File: src/rtl/pc_gen.sv
// pc_gen: RV32I program-counter generator.
// Boot hold after reset, then a fixed-priority choice of next PC
// (trap > mret > branch > jump > sequential). A misaligned redirect
// target parks the generator until a trap redirect arrives.
module pc_gen #(
  parameter int unsigned          XLEN         = 32,
  parameter logic [XLEN-1:0]      RESET_VECTOR = '0,
  parameter int unsigned          BOOT_DELAY   = 4,
  parameter int unsigned          INSN_BYTES   = 4
) (
  input  logic            clk,
  input  logic            rst,
  input  logic            stall,
  input  logic            fetch_ready,
  input  logic            branch_taken,
  input  logic [XLEN-1:0] branch_target,
  input  logic            jump,
  input  logic [XLEN-1:0] jump_target,
  input  logic            trap,
  input  logic [XLEN-1:0] trap_vector,
  input  logic            mret,
  input  logic [XLEN-1:0] epc,
  output logic [XLEN-1:0] pc,
  output logic [XLEN-1:0] pc_plus4,
  output logic            pc_valid,
  output logic            misaligned,
  output logic [XLEN-1:0] misaligned_addr
);

  // Counter only needs to reach BOOT_DELAY-1.
  localparam int unsigned CW = (BOOT_DELAY > 1) ? $clog2(BOOT_DELAY) : 1;

  typedef enum logic [1:0] {BOOT, RUN, PARK} state_t;

  typedef struct packed {
    logic            vld;
    logic [XLEN-1:0] tgt;
  } redir_t;

  state_t          state;
  logic [CW-1:0]   boot_cnt;
  redir_t          redir;
  logic            redir_bad;
  logic [XLEN-1:0] trap_pc;

  assign pc_plus4 = pc + XLEN'(INSN_BYTES);

  // Trap handler base is force-aligned; it is never misalignment-checked.
  assign trap_pc = trap_vector & ~XLEN'(3);

  // Winner among the checked redirect sources; losers are simply dropped.
  always_comb begin
    redir = '0;
    if (mret) begin
      redir.vld = 1'b1;
      redir.tgt = epc;
    end else if (branch_taken) begin
      redir.vld = 1'b1;
      redir.tgt = branch_target;
    end else if (jump) begin
      redir.vld = 1'b1;
      redir.tgt = jump_target;
    end
  end

  assign redir_bad = redir.vld && (redir.tgt[1:0] != 2'b00);

  // Boot/run/park control with registered PC and status outputs.
  always_ff @(posedge clk or negedge rst) begin
    if (!rst) begin
      state           <= BOOT;
      boot_cnt        <= '0;
      pc              <= RESET_VECTOR;
      pc_valid        <= 1'b0;
      misaligned      <= 1'b0;
      misaligned_addr <= '0;
    end else begin
      misaligned <= 1'b0;
      unique case (state)
        BOOT: begin
          if (boot_cnt == CW'(BOOT_DELAY - 1)) begin
            state    <= RUN;
            pc_valid <= 1'b1;
          end else begin
            boot_cnt <= boot_cnt + CW'(1);
          end
        end
        RUN: begin
          if (trap) begin
            pc <= trap_pc;
          end else if (redir.vld) begin
            if (redir_bad) begin
              // Reject: keep old pc, flag the bad target and wait for a trap.
              misaligned      <= 1'b1;
              misaligned_addr <= redir.tgt;
              state           <= PARK;
              pc_valid        <= 1'b0;
            end else begin
              pc <= redir.tgt;
            end
          end else if (fetch_ready && !stall) begin
            pc <= pc_plus4;
          end
        end
        PARK: begin
          if (trap) begin
            pc       <= trap_pc;
            state    <= RUN;
            pc_valid <= 1'b1;
          end
        end
        default: state <= BOOT;
      endcase
    end
  end

endmodule

File: config.mk
export PLATFORM = sky130hd
export DESIGN_NAME = pc_gen
export DESIGN_NICKNAME = d
export VERILOG_FILES = /design/src/rtl/pc_gen.sv
export SDC_FILE = /design/constraint.sdc
export NUM_CORES = 1
export LEC_CHECK = 0
export ABC_AREA = 1
export CAP_MARGIN = 20
export CORE_ASPECT_RATIO = 0.75
export CORE_MARGIN = 2
export CORE_UTILIZATION = 29
export CTS_CLUSTER_SIZE = 12
export DETAILED_ROUTE_END_ITERATION = 12
export PLACE_DENSITY_LB_ADDON = 0.15
export REMOVE_ABC_BUFFERS = 1
export SLEW_MARGIN = 20
export SYNTH_ARGS = -nofsm -noshare
export SYNTH_HDL_FRONTEND = slang
export SYNTH_SLANG_ARGS = --single-unit
File: constraint.sdc
create_clock -name clk -period 1.8 [get_ports clk]
set_input_delay 0.18 -clock clk [delete_from_list [all_inputs] [get_ports clk]]
set_output_delay 0.18 -clock clk [all_outputs]
set_load 0.01 [all_outputs]
==> Word-level counts from Yosys, hierarchy flattened <==
Cells that the tools add are included.
{ "op_classes": {"bitwise": 2, "mul": 0, "add_sub_neg": 2, "div": 0, "eq_ne": 10, "n_reduce_logical": 12, "shift": 0, "mux": 25, "n_lt_le_gt_ge": 0} }
{ "op_table": {"columns": ["op", "n"], "rows": [
  ["32-bit two-way mux", 5],
  ["33-bit two-way mux", 3],
  ["32-bit case mux with 2 select lines", 1],
  ["32-bit by 3-bit adder with 32-bit output, second input constant", 1],
  ["2-bit two-way mux", 5],
  ["2-bit inequality test, second input constant", 5],
  ["1-bit two-way mux", 9],
  ["4-bit inequality test, second input constant", 2],
  ["4-bit AND reduction", 2],
  ["2-bit case mux with 3 select lines", 1],
  ["6-bit AND reduction", 1],
  ["5-bit AND reduction", 1],
  ["2-bit == test, second input constant", 2],
  ["2-bit nonzero test", 2],
  ["1-bit case mux with 3 select lines", 1],
  ["3-bit nonzero test", 1],
  ["2-bit by 1-bit adder with 2-bit output, second input constant", 1],
  ["2-bit by 1-bit == test with 1-bit output, second input constant", 1],
  ["1-bit logical AND", 2],
  ["2-bit logical NOT", 1],
  ["1-bit inverter", 2],
  ["2-bit AND reduction", 1],
  ["1-bit logical NOT", 1]
]} }
{ "totals": {"ramBits": 0, "in_bits": 136, "output_inout_bits": 98, "register_bits": 70, "word_cells": 57, "latchBits": 0, "mem_bits_ro": 0, "memories": 0} }

==> Logic depth before layout (Yosys ltp) <==
{ "logic_depth": {"depth_word": 9, "depth_mapped": 12, "ltp_nobuf": 11} }

==> Worst setup path after synthesis <==
Ideal clock, no wire load.
{ "synth_timing": {"path_type": "register -> register", "from": "register state[1]", "to": "register pc[18]", "t_arrival_ns": 1.658, "stages_incl_launch_ff": 11, "n_path_buf": 1, "path_slack_ns": 0.029, "t_required_ns": 1.687, "setup_ns": 0.113, "synth_period_minus_slack_ns": 1.771, "cell_sequence": "dfrtp_1 inv_1 ha_1 inv_1 nor2_2 nand3_4 nand4_4 buf_2 nand2_1 nand2_1 inv_1"} }
{ "synth_between": {"elab_chain_cells": 3, "word_cells_on_any_way": 8, "cone_classes": "eq/ne (5); mux (1); reduce/logical (2)"} }
{ "synth_rtl": {"columns": ["item", "line_no", "rtl"], "rows": [
  ["from (decl)", "40", "state_t state;"],
  ["from (signal assigned)", "71", "state <= BOOT;"],
  ["from (signal assigned)", "82", "state <= RUN;"],
  ["from (signal assigned)", "96", "state <= PARK;"],
  ["2-bit by 1-bit == test with 1-bit output or 2-bit == test (tied branches)", "79", "unique case (state)"],
  ["4-bit inequality test (no line), or another cell as far along", null, null],
  ["4-bit AND reduction (no line)", null, null],
  ["to (signal assigned)", "90", "pc <= trap_pc;"],
  ["to (signal assigned)", "99", "pc <= redir.tgt;"],
  ["to (signal assigned)", "102", "pc <= pc_plus4;"],
  ["to (decl)", "23", "output logic [XLEN-1:0] pc,"]
]} }
Parallel ways exist; a longest one is shown, timed or not.
A chain may end at the register's enable or synchronous reset.

==> Worst setup path after layout <==
{ "layout_timing": {"from": "register pc[3]", "to": "output port pc_plus4[26]"} }
{ "layout_between": {"elab_chain_cells": 1} }
{ "layout_rtl": {"columns": ["item", "line_no", "rtl"], "rows": [
  ["32-bit by 3-bit adder with 32-bit output", "46", "assign pc_plus4 = pc + XLEN'(INSN_BYTES);"],
  ["to (decl)", "24", "output logic [XLEN-1:0] pc_plus4,"]
]} }
No other way between the ends.

==> results.ini <==
[cts]
root_buffer = clkbuf_16
cts_tree = built
clock_sinks = 70
clockBufferDepth = 2
numCtsBuffers = 9
clk_pin_slew_ps = 60
worstSkewPairLatency_ps = 350
htreeDepth = 3

[timing]
fin_crit_ps = 2030
worst_pin_slew_ps = 476
finalHoldViolCount = 0
setup_ws_ps = -230
fmax_mhz = 493
finalCritPeriodShare_pct = 113
slew_headroom_pct = 68.3
setup_tns_ps = -2760
timing.hold.ws_ps = 326
setup_violations = 25
rsz0062_at_grt = yes
clock-skew-final_ps = 9.74
drv_slew = 0

[layout]
nNetsFinal = 1291
nFillCells = 1612
drive_gt1_share_pct = 31.8
diodes = 0
area_delta_synth_final_pct = 94.2
final_cells = 1390
final_util_pct = 57.9

[route]
dr.pass1.iters = 4
ant_nets = 0
wl_per_cell_microns = 15.8
drt_iter0_drc = 241
drc = 0
vias = 6327
vias_per_cell = 4.55
wl_microns = 22000

[synth]
ys_seq_area_share_pct = 34.6
synth_area_per_cell_sq_um = 6.51
yosys.area.top_type = dfrtp_1
yosysUniqueCellTypes = 36
synth_area_sq_mm = 0.00507
ys_top_cells_by_area = dfrtp_1, nand2_1, nor2_1, a21oi_1, o21ai_0
synth_warnings = 0
synth_top_area_share_pct = 34.6
ys_ff_latch = 70
syn_inst = 778

[worst_hold_path]
hp-class = primary input to asynchronous set/reset pin

[grt]
grt.total_usage_pct = 22.6
grt_pass1_vias = 6160
grt.overflow.total = 0
grt_first_pass_wirelength_microns = 32500
antenna_found_initial = 0
grt_max_degree = 41

[job]
drv_cap = 0

[placed_design]
gp_congestion = 0.900
place_hpwl_microns = 15800
io_buffers = 231
dp.cells = 1324

[floorplanning]
fp.dieW_microns = 157
start_util_pct = 29.8
ioPinCount = 234
die-area_sq_mm = 0.0186
rows = 41
coreArea_sq_mm = 0.0170
die_y_microns = 118

[power]
vdd_ir_drop_max_uv = 569
power_leakage_nw = 4.41
internal_power_mw = 8.35
p_seq_share_pct = 20.9
switching_share_pct = 41.9
power_frac_comb_pct = 66.2
powerDensity_mw_per_mm2 = 1460
clockPowerShare_pct = 12.9
p_sw_mw = 6.02

[setup_path]
critPathKind = flop to output pin
crit_fanout = 4
cp.required_ps = 1620
end_kind = output pin
arrival_ps = 1850
startpoint_type = flop

[status]
status = finished, violations left
violations = negative setup slack

[path summary, 6_finish.rpt]
kind	start	slack, ps	cells past startpoint	end
max in group asynchronous	rst	850	3	pc[10]
worst min-delay path	rst	330	2	misaligned
worst min register to register	boot_cnt[0]	480	1	boot_cnt[0]
worst max register to register	pc[3]	-80	14	pc[17]
worst max-delay path	pc[3]	-230	11	pc_plus4[26]
min in group clk	branch_taken	470	5	misaligned_addr[31]
[layer usage]
| layer | track usage [%] | share of wire [%] | vias up |
|---|---|---|---|
| met3 | 6.53 | 7.2 | 18 |
| li1 | - | - | 3232 |
| met1 | 30.0 | 45 | 2901 |
| met4 | 4.87 | 1.2 | 0 |
| met5 | 0 | 0 | - |
| met2 | 36.5 | 46 | 176 |
[critical path, stage by stage (launching register included)]
cell and delay (ps):
dfrtp_1 440, ha_4 180, nand3_4 90, inv_4 70, nand2_4 70, nor2_4 150, buf_12 120, buf_6 90
nand2_2 30, nand2_1 50, nand2_1 60, buf_2 140
[area by class of cell]
class                           instances  area (sq um)  share of cell area (%)
Clock inverter                          6          61.3                   0.623
Timing Repair Buffer                  393          3800                    38.7
Sequential cell                        70          1760                    17.9
Clock buffer                           10           239                    2.43
Tap cell                              236           295                    3.00
Multi-Input combinational cell        626          3490                    35.5
Inverter                               49           186                    1.89
[flip-flops by register name, summed over array words and instances (netlist names)]
signal	count
misaligned_addr	32
state	2
pc_valid	1
misaligned	1
pc	32
boot_cnt	2
[placed cells by master, fill, tap and decap left out, types with 11 or more instances in the layout]
cell	count
a21oi_1	60
nand2_2	45
o21ai_0	48
clkdlybuf4s50_1	195
nand2_1	231
buf_12	14
nor2_1	82
a21oi_2	15
clkbuf_16	11
dfrtp_1	63
inv_1	38
nor2_2	17
nor2_4	25
buf_4	126
nand3_1	17
buf_6	40
nand3b_1	15
[metrics by stage]
stage | setup WS [ps] | power, mW | cell area, sq um
3_3_place_gp | -215 | 11.1 | 8470
4_1_cts | -183 | 13.5 | 9260
3_5_place_dp | -250 | 11.1 | 8470
6_report | -230 | 14.4 | 9840
2_1_floorplan | -731 | 6.17 | 4880
5_1_grt | -316 | 15.4 | 9840
[logic make-up after synthesis]
| family | share of synthesized area [%] |
|---|---|
| AO/OA/AOI/OAI | 16.0 |
| XOR/XNOR | 1.38 |
| adder cells (fa/ha/maj) | 1.48 |
| buffers and inverters | 7.28 |
| flip-flops | 34.6 |
| multiplexers | 0.222 |
| AND/OR/NAND/NOR | 39.0 |
[repair_timing]
| item | in CTS | in global routing |
|---|---|---|
| hold endpoints to repair | 30 | 0 |
| resized for setup | 201 | 126 |
| hold buffers | 1 | 0 |
| gates cloned | 0 | 2 |
| setup endpoints to repair | 47 | 81 |
| pin swaps | 22 | 52 |
| buffers inserted | 30 | 20 |
[synthesized netlist by cell type (all sizes together)]
cell,count
a21oi,75
a22oi,3
and2,4
buf,24
clkbuf,9
dfrtp,70
ha,6
inv,49
mux2,1
nand2,287
nand3,30
nand3b,15
nand4,3
nor2,124
o211ai,5
o21ai,58
o21bai,1
o22ai,3
or2,3
xnor2,2
xor2,6
[power groups by stage]
stage	clock (mW)	combinational, mW	sequential (mW)
after floorplan	0	2.89	3.28
after global placement	0	8.21	2.91
after detailed placement	0	8.22	2.91
after CTS	1.90	8.68	2.94
after global routing	1.97	10.3	3.10
final	1.85	9.51	3.00
Note: power is estimated with default switching activity, not from simulation.
